[config.mk]
export PLATFORM = sky130hd
export DESIGN_NAME = seg_capture
export DESIGN_NICKNAME = d
export VERILOG_FILES = /design/src/rtl/seg_capture_pkg.sv /design/src/rtl/seg_capture_seg_to_hex.sv /design/src/rtl/seg_capture.sv
export SDC_FILE = /design/constraint.sdc
export NUM_CORES = 1
export LEC_CHECK = 0
export ABC_AREA = 1
export CAP_MARGIN = 20
export CORE_MARGIN = 1
export CORE_UTILIZATION = 25
export DETAILED_ROUTE_END_ITERATION = 10
export GPL_ROUTABILITY_DRIVEN = 0
export HOLD_SLACK_MARGIN = 0.1
export PLACE_DENSITY = 0.54
export REMOVE_ABC_BUFFERS = 1
export SLEW_MARGIN = 20
export SYNTH_ARGS = -nofsm -noshare
export SYNTH_HDL_FRONTEND = slang
export SYNTH_SLANG_ARGS = --single-unit
[constraint.sdc]
create_clock -name clk -period 4.9 [get_ports clk]
set_clock_uncertainty 0.05 [all_clocks]
set_input_delay 0.735 -clock clk [delete_from_list [all_inputs] [get_ports clk]]
set_output_delay 0.735 -clock clk [all_outputs]
set_load 0.005 [all_outputs]
[src/rtl/seg_capture_pkg.sv]
// Shared definitions for the seg_capture block: hex segment table, FSM
// encoding and default geometry.
package seg_capture_pkg;

  localparam int NDIG_DEF       = 4;
  localparam int STABLE_CYC_DEF = 8;

  // Active-high segment patterns (bits 6:0 = g..a); entry i decodes to nibble i.
  localparam logic [15:0][6:0] SEG_TABLE = {
    7'h71, 7'h79, 7'h5E, 7'h39, 7'h7C, 7'h77, 7'h6F, 7'h7F,
    7'h07, 7'h7D, 7'h6D, 7'h66, 7'h4F, 7'h5B, 7'h06, 7'h3F
  };

  typedef enum logic {
    COLLECT = 1'b0,
    PRESENT = 1'b1
  } state_t;

endpackage

[src/rtl/seg_capture_seg_to_hex.sv]
// Combinational lookup of a 7-segment pattern into its hex nibble; patterns
// outside the table decode to 0 with err set.
module seg_to_hex
  import seg_capture_pkg::*;
(
  input  logic [6:0] pat,
  output logic [3:0] nib,
  output logic       err
);

  always_comb begin
    nib = 4'd0;
    err = 1'b1;
    for (int i = 0; i < 16; i++) begin
      if (pat == SEG_TABLE[i]) begin
        nib = 4'(i);
        err = 1'b0;
      end
    end
  end

endmodule

[src/rtl/seg_capture.sv]
// Snoops a multiplexed 7-segment display bus, debounces each digit dwell and
// assembles full frames of decoded digits for a valid/ready consumer.
module seg_capture
  import seg_capture_pkg::*;
#(
  parameter int NDIG       = NDIG_DEF,
  parameter int STABLE_CYC = STABLE_CYC_DEF
) (
  input  logic                clk,
  input  logic                reset,
  input  logic [7:0]          seg_n,
  input  logic [NDIG-1:0]     dig_en_n,
  output logic [4*NDIG-1:0]   out_hex,
  output logic [NDIG-1:0]     out_dp,
  output logic [NDIG-1:0]     out_err,
  output logic                out_valid,
  input  logic                out_ready,
  output logic                overrun
);

  localparam int         IDX_W    = (NDIG > 1) ? $clog2(NDIG) : 1;
  localparam logic [7:0] STABLE   = 8'(STABLE_CYC);
  localparam logic [7:0] STABLE_M = 8'(STABLE_CYC - 1);

  logic             legal;
  logic [IDX_W-1:0] idx;
  logic [IDX_W-1:0] prev_idx;
  logic [7:0]       prev_seg;
  logic [7:0]       cnt;
  logic             same;
  logic             capture;
  logic [3:0]       dec_nib;
  logic             dec_err;

  logic [4*NDIG-1:0] wk_hex, wk_hex_d;
  logic [NDIG-1:0]   wk_dp, wk_dp_d;
  logic [NDIG-1:0]   wk_err, wk_err_d;
  logic [NDIG-1:0]   mask, mask_set;
  logic              frame_done;

  state_t state, state_d;
  logic   load;
  logic   drop;

  always_comb begin
    legal = $onehot(~dig_en_n);
    idx   = '0;
    for (int i = 0; i < NDIG; i++) begin
      if (!dig_en_n[i]) idx = IDX_W'(i);
    end
  end

  // Capture fires only on the transition into STABLE, so a long dwell yields one capture.
  assign same    = (idx == prev_idx) && (seg_n == prev_seg);
  assign capture = legal && same && (cnt == STABLE_M);

  seg_to_hex u_dec (
    .pat (~seg_n[6:0]),
    .nib (dec_nib),
    .err (dec_err)
  );

  always_comb begin
    wk_hex_d = wk_hex;
    wk_dp_d  = wk_dp;
    wk_err_d = wk_err;
    mask_set = mask;
    if (capture) begin
      wk_hex_d[4*idx +: 4] = dec_nib;
      wk_dp_d[idx]         = ~seg_n[7];
      wk_err_d[idx]        = dec_err;
      mask_set[idx]        = 1'b1;
    end
  end

  assign frame_done = capture && (&mask_set);

  always_comb begin
    state_d = state;
    load    = 1'b0;
    drop    = 1'b0;
    case (state)
      COLLECT: begin
        if (frame_done) begin
          load    = 1'b1;
          state_d = PRESENT;
        end
      end
      PRESENT: begin
        if (frame_done) begin
          load = out_ready;
          drop = !out_ready;
        end else if (out_ready) begin
          state_d = COLLECT;
        end
      end
      default: state_d = COLLECT;
    endcase
  end

  always_ff @(posedge clk) begin
    if (reset) begin
      state    <= COLLECT;
      cnt      <= 8'd0;
      prev_idx <= '0;
      prev_seg <= 8'd0;
      mask     <= '0;
      wk_hex   <= '0;
      wk_dp    <= '0;
      wk_err   <= '0;
      out_hex  <= '0;
      out_dp   <= '0;
      out_err  <= '0;
      overrun  <= 1'b0;
    end else begin
      state   <= state_d;
      overrun <= drop;
      mask    <= frame_done ? '0 : mask_set;
      wk_hex  <= wk_hex_d;
      wk_dp   <= wk_dp_d;
      wk_err  <= wk_err_d;
      if (!legal) begin
        cnt <= 8'd0;
      end else begin
        prev_idx <= idx;
        prev_seg <= seg_n;
        if (!same)              cnt <= 8'd1;
        else if (cnt != STABLE) cnt <= cnt + 8'd1;
      end
      if (load) begin
        out_hex <= wk_hex_d;
        out_dp  <= wk_dp_d;
        out_err <= wk_err_d;
      end
    end
  end

  assign out_valid = (state == PRESENT);

endmodule

==> Word level (Yosys, flattened, before mapping) <==
Cells that the tools add are included.
{ "word_totals": {"regBits": 72, "inputBits": 15, "output_inout_bits": 26, "wordCells": 114} }
{ "classes": {"addsub": 5, "magnitude_cmp": 2, "eq_ne": 22, "n_shift": 2, "muxes": 51, "n_bitwise": 8, "n_reduce_logical": 11} }
{ "ops": {"columns": ["op", "n"], "rows": [
  ["7-bit equality test, second input constant", 12],
  ["4-bit two-way mux", 11],
  ["4-bit negation with 34-bit output", 1],
  ["4-bit by 34-bit variable shift with 16-bit output, first input constant", 1],
  ["4-bit by 34-bit indexed part select with 16-bit output", 1],
  ["1-bit two-way mux", 25],
  ["16-bit bitwise mux", 1],
  ["16-bit two-way mux", 1],
  ["7-bit by 3-bit equality test with 1-bit output, second input constant", 2],
  ["7-bit by 6-bit equality test with 1-bit output, second input constant", 2],
  ["3-bit two-way mux", 4],
  ["8-bit by 1-bit adder with 8-bit output, second input constant", 1],
  ["4-bit bitwise mux", 2],
  ["8-bit by 3-bit equality test with 1-bit output, second input constant", 1],
  ["8-bit equality test", 1],
  ["2-bit two-way mux", 4],
  ["8-bit by 4-bit inequality test with 1-bit output, second input constant", 1],
  ["7-bit inverter", 1],
  ["3-bit OR reduction", 2],
  ["1-bit logical AND", 5],
  ["1-bit inverter", 5],
  ["1-bit by 1-bit adder with 2-bit output", 2],
  ["4-bit inverter", 1],
  ["4-bit bitwise OR", 1],
  ["other kinds (11)", 13]
]} }

==> Depth between registers and ports, before layout <==
Gate-level depths: netlist of the first run.
{ "logic_depth": {"ltp_word": 20, "depth_mapped": 16, "mapped_depth_nobuf": 16} }

==> Cells and area by module <==
Synthesis of the first run repeated with hierarchy kept, for this count alone.
{ "unflattened": {"hier_cells": 568, "hier_area_um2": 3833.7} }
{ "modules_own_cells": {"columns": ["module", "n_inst", "cells_per_inst", "area_each_um2", "seq_area_each_um2"], "rows": [
  ["seg_capture", 1, 502, 3508.4, 1441.4],
  ["seg_to_hex", 1, 66, 325.3, 0.0]
]} }

==> Worst setup path before layout of the first run <==
Ideal clock, no wire load.
{ "synth_path": {"kind": "input-to-reg", "startpoint": "input port dig_en_n[1]", "endpoint": "register out_hex[4]", "setup_time_ns": 0.113, "arrival_time_ns": 2.999, "required_ns": 4.737, "slack_ns": 1.738, "cell_stages": 15, "path_buffers": 1, "path_cell_list": "inv_1 fa_1 ha_1 ha_1 nor2_1 nand2_1 nor2_1 nand4_2 nand2_1 nand2_2 inv_2 nand4_4 buf_2 nor2_1 nor2_1"} }
{ "synth_via": {"elab_chain_len": 13, "word_cells_on_any_way": 28, "cone_classes": "add/sub (3); order compare (2); eq/ne (2); shift (2); mux (11); bitwise (2); reduce/logical (6)"} }
{ "synth_rtl": {"columns": ["item", "line", "source"], "rows": [
  ["start: declaration", "seg_capture.sv:12", "input logic [NDIG-1:0] dig_en_n,"],
  ["1-bit two-way mux", "seg_capture.sv:49", "if (!dig_en_n[i]) idx = IDX_W'(i);"],
  ["2-bit two-way mux (2 in series)", "seg_capture.sv:49", null],
  ["2-bit by 3-bit < comparator with 1-bit output (not written as such) or 2-bit by 1-bit greater-or-equal comparator with 1-bit output (tied branches)", "seg_capture.sv:72", "mask_set[idx] = 1'b1;"],
  ["1-bit logical AND (not written as such)", "seg_capture.sv:72", null],
  ["1-bit two-way mux (not written as such)", "seg_capture.sv:72", null],
  ["1-bit demux with 2-bit select", "seg_capture.sv:72", null],
  ["4-bit bitwise OR (no source line)", null, null],
  ["4-bit two-way mux", "seg_capture.sv:68", "if (capture) begin"],
  ["4-bit AND reduction", "seg_capture.sv:76", "assign frame_done = capture && (&mask_set);"],
  ["1-bit logical AND", "seg_capture.sv:76", null],
  ["1-bit two-way mux, on equally long branches", "seg_capture.sv:90, seg_capture.sv:84", null],
  ["1-bit case mux with 2 select lines", "seg_capture.sv:82", "case (state)"],
  ["end signal: assignment", "seg_capture.sv:131", "out_hex <= wk_hex_d;"],
  ["end: declaration", "seg_capture.sv:13", "output logic [4*NDIG-1:0] out_hex,"]
]} }
Several ways; a longest one is shown, not always the timed one.
A chain may end at the register's enable or synchronous reset.

==> Worst setup path in the final report of the first run <==
{ "layout_path": {"startpoint": "input port dig_en_n[3]", "endpoint": "register out_hex[2]"} }
{ "layout_via": {"elab_chain_len": 11, "word_cells_on_any_way": 26, "cone_classes": "add/sub (3); order compare (2); eq/ne (2); shift (2); mux (9); bitwise (2); reduce/logical (6)"} }
{ "layout_rtl": {"columns": ["item", "line"], "rows": [
  ["2-bit two-way mux or 4-bit inverter (tied branches)", "seg_capture.sv:49, seg_capture.sv:46"],
  ["2-bit by 3-bit < comparator with 1-bit output (not written as such) (tied with other cells)", "seg_capture.sv:72"],
  ["1-bit logical AND (not written as such) or 2-bit by 2-bit adder with 3-bit output (tied branches)", "seg_capture.sv:72, seg_capture.sv:46"],
  ["1-bit two-way mux (not written as such) or 3-bit by 1-bit equality test with 1-bit output (tied branches)", "seg_capture.sv:72, seg_capture.sv:46"],
  ["1-bit demux with 2-bit select or 1-bit logical AND (tied branches)", "seg_capture.sv:72, seg_capture.sv:55"],
  ["4-bit bitwise OR (no source line) or 1-bit logical AND (tied branches)", null],
  ["4-bit two-way mux", "seg_capture.sv:68"],
  ["4-bit AND reduction", "seg_capture.sv:76"],
  ["1-bit logical AND", "seg_capture.sv:76"],
  ["1-bit two-way mux, on equally long branches", "seg_capture.sv:90, seg_capture.sv:84"],
  ["1-bit case mux with 2 select lines", "seg_capture.sv:82"]
]} }
Several ways; a longest one is shown, not always the timed one.

==> out/qor.yml, run 1 <==
yosys:
  synth-edff-count: 0
  yosysUniqueCellTypes: 33
  synth.ff_latch_count: 72
  async_reset_ff_frac: 0
  ys_seq_area_frac: 0.3783
  synth.largest_area_cell: "dfxtp_1"
  netlist_top_cells_area: "dfxtp_1, nand2_1, nor2_1"
  avgSynthCellArea_um2: 6.382
  yosys.area.top_type_share: 0.3783
  synth_area_um2: 3810
  syn-instance-count: 597
  ys.flop_type: "dfxtp_1"
  yosysWarnings: 0
cts:
  clkTransAtPathRegs_ns: 0.06
  ctsHtreeMaxLevel: 3
  insertion_delay_ns: 0.35
  numCtsBuffers: 9
  post_cts_resized: 0
  cts_root_buf: "clkbuf_16"
  cts.sinks: 72
  postCtsSetupRepairBufs: 0
  cts_tree: "yes"
  ctsHoldBuffers: 0
  cts_buffer_depth: 2
setup_path:
  r2r_setup_slack_ns: 2.09
  worst_setup_path_start_kind: "primary input"
  r2r-start: "cnt[0]$_SDFFE_PP0P_"
  reg2reg_to: "out_hex[2]$_SDFFE_PP0P_"
  crit_path_end_kind: "flip-flop"
  path_class: "primary input to flip-flop"
  crit_fanout: 34
  reg2reg_depth: 13
  worst_ep_required_time_ns: 5.09
  worstPathArrival_ns: 4.20
timing:
  finalMaxSlewViolations: 0
  post-route-period-util: 0.8182
  setup_slack_ns: 0.8908
  rsz0062_at_grt: "false"
  relSlewSlack: 0.5381
  period_needed_ns: 4.009
  max_freq_ghz: 0.2494
  fin_tns_setup_ns: 0
  worst_pin_slew_ns: 0.6911
  setup_viol: 0
  hold_viol_final: 0
hold_path:
  min_from: "prev_seg[7]$_SDFFE_PP0N_"
  worstHoldPathCells: 2
  hold_class: "flip-flop to flip-flop"
  hold_end: "prev_seg[7]$_SDFFE_PP0N_"
drt:
  antenna_left: 0
  routed_wl_mm: 8.900
  vias_per_cell: 4.160
  wl_per_cell_um: 10.77
  drt_first_pass_iters: 8
  drc_errors: 0
  drt_iter0_drc: 193
  vias: 3436
run_status:
  status: "completed"
global_routing:
  grt_pass1_wl_mm: 15.58
  grt_max_degree: 35
  first_global_vias: 3239
  grt_usage: 0.1247
  antenna_found_initial: 0
  grt_overflow: 0
cells_and_area:
  area_delta_synth_final_pct: 24.20
  drive_above_1_share: 0.07788
  multi_input_area_um2: 1887
  n_antenna_cell: 0
  final_net_count: 657
  seq_area_um2: 1441
  fill_cells: 1603
floorplanning:
  die_x_um: 125.5
  coreArea_um2: 14700
  io_pins: 41
  std_cell_rows: 44
  die-height_um: 125.5
  dieArea_um2: 15740
  start_util: 0.2592
power_and_ir_drop:
  p_leak_uw: 0.002154
  peakVddDrop_mv: 0.1730
  power.density_nw_per_um2: 320.1
placement:
  dp_hpwl_mm: 6.333
  portBuffers: 40
  pre_cts_ws_ns: 0.4824
flow_run:
  drv_cap: 0
critical path, stage by stage:
cell and delay, ns:
clkdlybuf4s50_1 0.59, inv_1 0.13, fa_1 0.44, ha_1 0.19
ha_1 0.26, nor2_1 0.10, nand2_1 0.07, nor2_1 0.28
nand4_2 0.14, buf_4 0.20, nand2_1 0.10, nand2_2 0.08
inv_2 0.07, nand4_4 0.43, nor2_1 0.28, nor2_1 0.07
metrics by stage:
| stage | power (uW) | hold WS [ns] | utilization | cell area (um2) | std cells |
|---|---|---|---|---|---|
| global placement | 752.4 | 0.4087 | 0.2984 | 4387 | 810 |
| global route | 1582 | 0.4315 | 0.3219 | 4732 | 826 |
| finish | 1515 | 0.4163 | 0.3219 | 4732 | 826 |
| detailed placement | 753.2 | 0.4088 | 0.2984 | 4387 | 810 |
| CTS | 1538 | 0.4179 | 0.3219 | 4732 | 826 |
| floorplan | 704.5 | 0.3931 | - | 3726 | 582 |
cell type report:
| class | instances | area share |
|---|---|---|
| multi-input cells | 404 | 0.3987 |
| flip-flops and latches | 72 | 0.3046 |
| repair buffers | 44 | 0.09096 |
| inverters | 106 | 0.08408 |
| well taps | 184 | 0.04865 |
| clock buffers | 10 | 0.04839 |
| clock inverters | 6 | 0.02459 |
synth_stat cells, types with 2 or more instances:
library cell and n:
nand2_1 150, nand3b_1 2, nor2_2 3, clkbuf_1 10
nand4_1 10, o21ai_0 21, buf_6 3, inv_2 7
nor2_4 2, dfxtp_1 72, nand2_2 12, nor2_1 122
nor3_1 9, xnor2_1 2, nand3_1 29, a21oi_1 20
xor2_1 2, o21ai_1 2, inv_1 98, nand4_4 3
o21a_1 3, ha_1 4
cell usage in the layout (no fill, tap or decap), types with 3 or more instances in the layout:
| cell | synthesis | layout |
|---|---|---|
| nand2_1 | 150 | 150 |
| nor2_1 | 122 | 122 |
| inv_1 | 98 | 98 |
| dfxtp_1 | 72 | 72 |
| clkdlybuf4s50_1 | 0 | 40 |
| nand3_1 | 29 | 29 |
| o21ai_0 | 21 | 21 |
| a21oi_1 | 20 | 20 |
| nand2_2 | 12 | 12 |
| nand4_1 | 10 | 10 |
| nor3_1 | 9 | 9 |
| clkbuf_16 | 0 | 9 |
| inv_2 | 7 | 7 |
| ha_1 | 4 | 4 |
| buf_4 | 1 | 4 |
| nor2_2 | 3 | 3 |
| nand4_4 | 3 | 3 |
| o21a_1 | 3 | 3 |
| bufinv_16 | 0 | 3 |
where the power goes:
group / internal [uW] / switching (uW) / total, uW / leakage (uW)
Combinational: 43.6 / 87.6 / 131 / 0.00140
Clock: 501 / 275 / 776 / 0.000167
Sequential: 600 / 7.88 / 608 / 0.000582
Total: 1140 / 370 / 1510 / 0.00215
cells by family (layout without fill, tap and decap cells):
group,count (synthesis),in the layout,synth area share
adder cells (fa/ha/maj),5,5,0.01839
AND/OR/NAND/NOR,348,348,0.4010
XOR/XNOR,4,4,0.009197
flip-flops,72,72,0.3783
buffers and inverters,121,166,0.1264
AO/OA/AOI/OAI,47,47,0.06667
sequential cells by signal, summed over array words and instances, names as in the netlist:
register,cells
out_valid,1
overrun,1
wk_dp,4
wk_hex,16
out_hex,16
out_err,4
cnt,8
wk_err,4
out_dp,4
prev_idx,2
mask,4
prev_seg,8
how the worst max path moves through the flow:
stage / end / depth (start not counted) / startpoint
after floorplan: out_hex[4]$_SDFFE_PP0P_ / 14 / dig_en_n[1]
after global placement: out_hex[2]$_SDFFE_PP0P_ / 16 / dig_en_n[3]
after detailed placement: out_hex[2]$_SDFFE_PP0P_ / 16 / dig_en_n[3]
after CTS: out_hex[2]$_SDFFE_PP0P_ / 16 / dig_en_n[3]
after global routing: out_hex[4]$_SDFFE_PP0P_ / 17 / dig_en_n[3]
final: out_hex[2]$_SDFFE_PP0P_ / 16 / dig_en_n[3]
routing by layer:
| metal | GRT usage | up-vias | routed length [um] |
|---|---|---|---|
| met2 | 0.1941 | 63 | 3880 |
| met4 | 0.04806 | 0 | 187 |
| met3 | 0.03851 | 16 | 402 |
| met5 | 0 | - | 0 |
| li1 | - | 1890 | - |
| met1 | 0.1606 | 1467 | 4431 |
(Power assumes the default switching activity.)
==> inputs of run 2 (changes only) <==
Clock period 4.9 ns to 3.8 ns, I/O delays scaled along.
==> out/qor.yml, run 2 (same netlist as run 1, synthesis figures left out) <==
setup_path:
  reg2reg_depth: 13  # unchanged
  crit_slowest_cell: "clkdlybuf4s50_1"
  cp.buffers_inverters: 4  # unchanged
  path_cells: "clkdlybuf4s50_1 > inv_1 > fa_1 > ha_1 > ha_1 > nor2_1 > nand2_1 > nor2_1 > nand4_2 > nand2_1 > nand2_2 > inv_2 > nand4_4 > buf_12 > nor2_1 > nor2_1"
  worst_setup_path_start_kind: "primary input"
  r2r_setup_slack_ns: 1.54  # -0.55 ns
  reg2reg_to: "out_hex[4]$_SDFFE_PP0P_"
  worstPathArrival_ns: 3.49  # -0.71 ns
  cp-startpoint: "dig_en_n[1]"
  cp-endpoint: "out_hex[4]$_SDFFE_PP0P_"
  crit_path_end_kind: "flip-flop"
  path_class: "primary input to flip-flop"
  cp_slowest_stage_delay_ns: 0.52  # -0.07 ns
  worst_path_most_repeated_cell: "nor2_1"
  worst_ep_required_time_ns: 3.99  # -1.10 ns
  crit_family: "simple AND/OR/NAND/NOR gates"
  path_depth: 16  # unchanged
  r2r-start: "cnt[1]$_SDFFE_PP0P_"
  crit_fanout: 34  # unchanged
cells_and_area:
  area_delta_synth_final_pct: 25.16
  final_area_um2: 4768  # +0.77%
  top_regs: "out_hex x16, wk_hex x16"
  final_cell_mix: "nand2_1, nor2_1, inv_1, dfxtp_1, clkdlybuf4s50_1"
  n_antenna_cell: 0  # unchanged
  fill_cells: 1574  # -1.8%
  final_net_count: 664  # +1.1%
  drive_above_1_share: 0.08937  # +0.01149
  layout_commonest_cell: "nand2_1"
  multi_input_area_um2: 1887  # unchanged
  seq_area_um2: 1441  # unchanged
  instances_no_fill: 833  # +0.85%
cts:
  post_cts_resized: 0  # unchanged
  cts_tree: "yes"
  ctsHoldBuffers: 0  # unchanged
  cts_root_buf: "clkbuf_16"
  ctsHtreeMaxLevel: 3  # unchanged
  insertion_delay_ns: 0.34  # about the same
  clkTransAtPathRegs_ns: 0.06  # about the same
  numCtsBuffers: 9  # unchanged
  cts.sinks: 72  # unchanged
  cts_buffer_depth: 2  # unchanged
  postCtsSetupRepairBufs: 0  # unchanged
drt:
  wl_met3_um: 320  # -20%
  vias_per_cell: 4.103  # -1.4%
  vias: 3418  # -0.52%
  wl_per_cell_um: 10.73  # -0.44%
  drc_errors: 1  # +1
  drt_first_pass_iters: 9  # +1
  routed_wl_mm: 8.936  # +0.40%
  wl_met1_mm: 4.650  # +4.9%
  wl_met2_mm: 3.893  # +0.34%
  topRoutingLayerUsed: "met4"
  antenna_left: 0  # unchanged
  drt_iter0_drc: 245  # +27%
hold_path:
  min_from: "prev_seg[0]$_SDFFE_PP0N_"
  hold_class: "flip-flop to flip-flop"
flow_run:
  drv_cap: 0  # unchanged
placement:
  place_area_um2: 4464  # +1.8%
  place_inst: 817  # +0.86%
  portBuffers: 40  # unchanged
  dp_hpwl_mm: 6.491  # +2.5%
timing:
  period_needed_ns: 3.297
  setup_viol: 0  # unchanged
  rsz0062_at_grt: "false"
  worst_pin_slew_ns: 0.6783  # -0.01280 ns
  finalMaxSlewViolations: 0  # unchanged
  max_freq_ghz: 0.3033
  relSlewSlack: 0.5467  # +0.008552
  hold_viol_final: 0  # unchanged
  post-route-period-util: 0.8676
  holdWs_ns: 0.4197  # +0.003369 ns
  fin_tns_setup_ns: 0  # unchanged
global_routing:
  first_global_vias: 3289  # +1.5%
  antenna_found_initial: 0  # unchanged
  grt_pass1_wl_mm: 15.55  # -0.22%
  grt_usage: 0.1244  # -0.0003778
  grt_max_degree: 38  # +8.6%
  grt_overflow: 0  # unchanged
run_status:
  violations: "DRC"
  status: "finished with violations"
floorplanning:
  start_util: 0.2592  # unchanged
  die-height_um: 125.5  # unchanged
  coreArea_um2: 14700  # unchanged
  dieArea_um2: 15740  # unchanged
  std_cell_rows: 44  # unchanged
  io_pins: 41  # unchanged
  die_x_um: 125.5  # unchanged
power_and_ir_drop:
  peakVddDrop_mv: 0.2373  # +37%
  p_leak_uw: 0.002180  # +1.2%
  power.density_nw_per_um2: 384.6  # +20%
==> run 2: final cells by class <==
class                           count  area share
Multi-Input combinational cell    404      0.3957
Inverter                          106     0.08344
Tap cell                          184     0.04828
Sequential cell                    72      0.3023
Timing Repair Buffer               51      0.1065
Clock inverter                      7     0.01653
Clock buffer                        9     0.04723
==> run 2: how the worst min path moves through the flow <==
stage / depth (start not counted) / slack, ns / end
6_report: 2 / 0.42 / prev_seg[0]$_SDFFE_PP0N_
5_1_grt: 2 / 0.45 / prev_seg[4]$_SDFFE_PP0N_
4_1_cts: 2 / 0.42 / prev_seg[5]$_SDFFE_PP0N_
3_5_place_dp: 2 / 0.41 / prev_seg[0]$_SDFFE_PP0N_
3_3_place_gp: 2 / 0.41 / prev_seg[0]$_SDFFE_PP0N_
2_1_floorplan: 2 / 0.39 / mask[0]$_SDFF_PP0_
==> run 2: tightest hold or removal path, cell delays in order (launching register included) <==
cell and delay, ns:
dfxtp_1 0.31, inv_1 0.06, a21oi_1 0.05
==> run 2: report_power, final <==
group	total, uW	switching (uW)	leakage (uW)	internal, uW
clock	879	363	0.000150	515
combinational	171	114	0.00145	56.9
sequential	784	10.2	0.000582	773
==> run 2: through the flow <==
step	utilization	total power, uW	setup slack [ns]
floorplan	-	908.5	0.2378
global placement	0.3037	971.6	0.1933
detailed placement	0.3037	972.8	0.1513
CTS	0.3244	1862	0.5158
global route	0.3244	1919	0.2821
finish	0.3244	1834	0.5032
==> run 2: layer usage <==
metal  track usage  up-vias
li1              -     1902
met1        0.1616     1465
met2        0.1990       47
met3       0.03680        4
met4       0.03443        0
met5             0        -
==> inputs of run 3 (changes only) <==
Settings changed: CORE_UTILIZATION 25 to 50, PLACE_DENSITY 0.54 to 0.84.
==> out/qor.yml, run 3 (same netlist as run 1, synthesis figures left out) <==
timing:
  worst_pin_slew_ns: 0.6364  # -0.04194 ns
  post-route-period-util: 0.9029  # +0.03527
  setup_viol: 0  # unchanged
  period_needed_ns: 3.431  # +0.1340 ns
  relSlewSlack: 0.5747  # +0.02803
  fin_tns_setup_ns: 0  # unchanged
  rsz0062_at_grt: "false"
  finalMaxSlewViolations: 0  # unchanged
  max_freq_ghz: 0.2915  # -3.9%
  hold_viol_final: 0  # unchanged
cts:
  ctsHtreeMaxLevel: 3  # unchanged
  postCtsSetupRepairBufs: 0  # unchanged
  numCtsBuffers: 9  # unchanged
  cts_root_buf: "clkbuf_8"
  clkTransAtPathRegs_ns: 0.09  # +0.03 ns
  post_cts_resized: 0  # unchanged
  insertion_delay_ns: 0.36  # +0.02 ns
  cts.sinks: 72  # unchanged
  cts_buffer_depth: 2  # unchanged
  ctsHoldBuffers: 0  # unchanged
  cts_tree: "yes"
cells_and_area:
  area_delta_synth_final_pct: 18.13
  drive_above_1_share: 0.08372  # -0.005647
  layout_commonest_cell: "nand2_1"
  final_net_count: 660  # -0.60%
  fin_util: 0.6172  # +0.2928
  fill_cells: 678  # -57%
  n_antenna_cell: 0  # unchanged
  final_cell_mix: "nand2_1, nor2_1, inv_1, dfxtp_1, clkdlybuf4s50_1"
  top_regs: "out_hex x16, wk_hex x16"
setup_path:
  cp.buffers_inverters: 2  # -2
  worstPathArrival_ns: 3.65  # +0.16 ns
  worst_setup_path_start_kind: "primary input"
  worst_ep_required_time_ns: 4.01  # +0.02 ns
  crit_path_end_kind: "flip-flop"
  path_class: "primary input to flip-flop"
  cp_slowest_stage_delay_ns: 0.49  # -0.03 ns
  crit_family: "simple AND/OR/NAND/NOR gates"
  path_cells: "clkdlybuf4s50_1 > inv_1 > fa_1 > ha_1 > ha_1 > nor2_1 > nand2_1 > nor2_1 > nand4_4 > nand2_1 > nand2_2 > nor2_4 > nand3_1 > nand2_1 > nor2_1"
  crit_fanout: 14  # -59%
  crit_slowest_cell: "clkdlybuf4s50_1"
floorplanning:
  dieArea_um2: 7973  # -49%
  std_cell_rows: 31  # -30%
  start_util: 0.5225  # +0.2633
  coreArea_um2: 7292  # -50%
  die_x_um: 89.29  # -29%
  io_pins: 41  # unchanged
  die-height_um: 89.29  # -29%
global_routing:
  grt_usage: 0.2334  # +0.1090
  antenna_found_initial: 0  # unchanged
  grt_overflow: 0  # unchanged
  grt_pass1_wl_mm: 14.26  # -8.3%
  grt_max_degree: 35  # -7.9%
  first_global_vias: 3390  # +3.1%
drt:
  drc_errors: 0  # -1
  wl_per_cell_um: 11.46  # +6.8%
  routed_wl_mm: 8.524  # -4.6%
  drt_iter0_drc: 180  # -27%
  drt_first_pass_iters: 5  # -4
  antenna_left: 0  # unchanged
  vias_per_cell: 4.925  # +20%
  vias: 3664  # +7.2%
flow_run:
  drv_cap: 0  # unchanged
placement:
  dp_hpwl_mm: 6.138  # -5.4%
  portBuffers: 40  # unchanged
hold_path:
  hold_class: "flip-flop to flip-flop"
power_and_ir_drop:
  peakVddDrop_mv: 0.1982  # -16%
  p_leak_uw: 0.002096  # -3.8%
  power.density_nw_per_um2: 342.3  # -11%
run_status:
  status: "completed"
run 3: cell types whose count changed in the layout (fill, tap and decap cells not counted), sizes merged:
cell,change
buf,-4
clkinvlp,+2
bufinv,-1
clkinv,-3
inv,+2
run 3: final timing paths:
path                            startpoint                        to  slack (ns)  depth (start not counted)
setup / recovery               dig_en_n[1]   out_hex[3]$_SDFFE_PP0P_        0.37                         15
setup reg to reg       cnt[0]$_SDFFE_PP0P_   out_hex[3]$_SDFFE_PP0P_        1.39                         12
hold / removal    prev_seg[5]$_SDFFE_PP0N_  prev_seg[5]$_SDFFE_PP0N_        0.43                          2
hold reg to reg   prev_seg[5]$_SDFFE_PP0N_  prev_seg[5]$_SDFFE_PP0N_        0.43                          2
run 3: layout make-up:
cell class,count,area (um2),share of cell area
tap,99,123.9,0.02752
timing repair buffer,47,465.4,0.1034
clock buffer,9,123.9,0.02752
sequential,72,1441,0.3203
inverter,106,397.9,0.08841
clock inverter,7,61.31,0.01362
multi-input combinational,404,1887,0.4192
run 3: per-layer routing:
layer,wire (um),track usage,up-vias
met1,3908,0.2845,1650
met2,4031,0.3969,103
met3,422,0.04617,17
met5,0,0,-
li1,-,-,1894
met4,163,0.1082,0
run 3: worst register-to-register path: stages (launching register included):
cell	delay, ns
dfxtp_1	0.40
ha_1	0.20
nand2_1	0.07
inv_1	0.07
nand4_1	0.18
nor2_1	0.36
nand4_4	0.20
nand2_1	0.12
nand2_2	0.08
nor2_4	0.30
nand3_1	0.13
nand2_1	0.11
nor2_1	0.04
run 3: power by group:
part / internal [uW] / switching [uW]
clock: 249 / 336
sequential: 773 / 10.3
combinational: 57.3 / 115
run 3: through the flow:
stage	std cells	setup WS (ns)	hold WS [ns]	power [uW]	instance area, um2
2_1_floorplan	582	0.2378	0.3931	908.5	3726
3_5_place_dp	728	0.05747	0.4119	970.8	4315
6_report	744	0.3692	0.4258	1541	4501
3_3_place_gp	728	0.1846	0.4006	963.6	4315
4_1_cts	744	0.4127	0.4245	1544	4501
5_1_grt	744	0.2028	0.4445	1604	4501
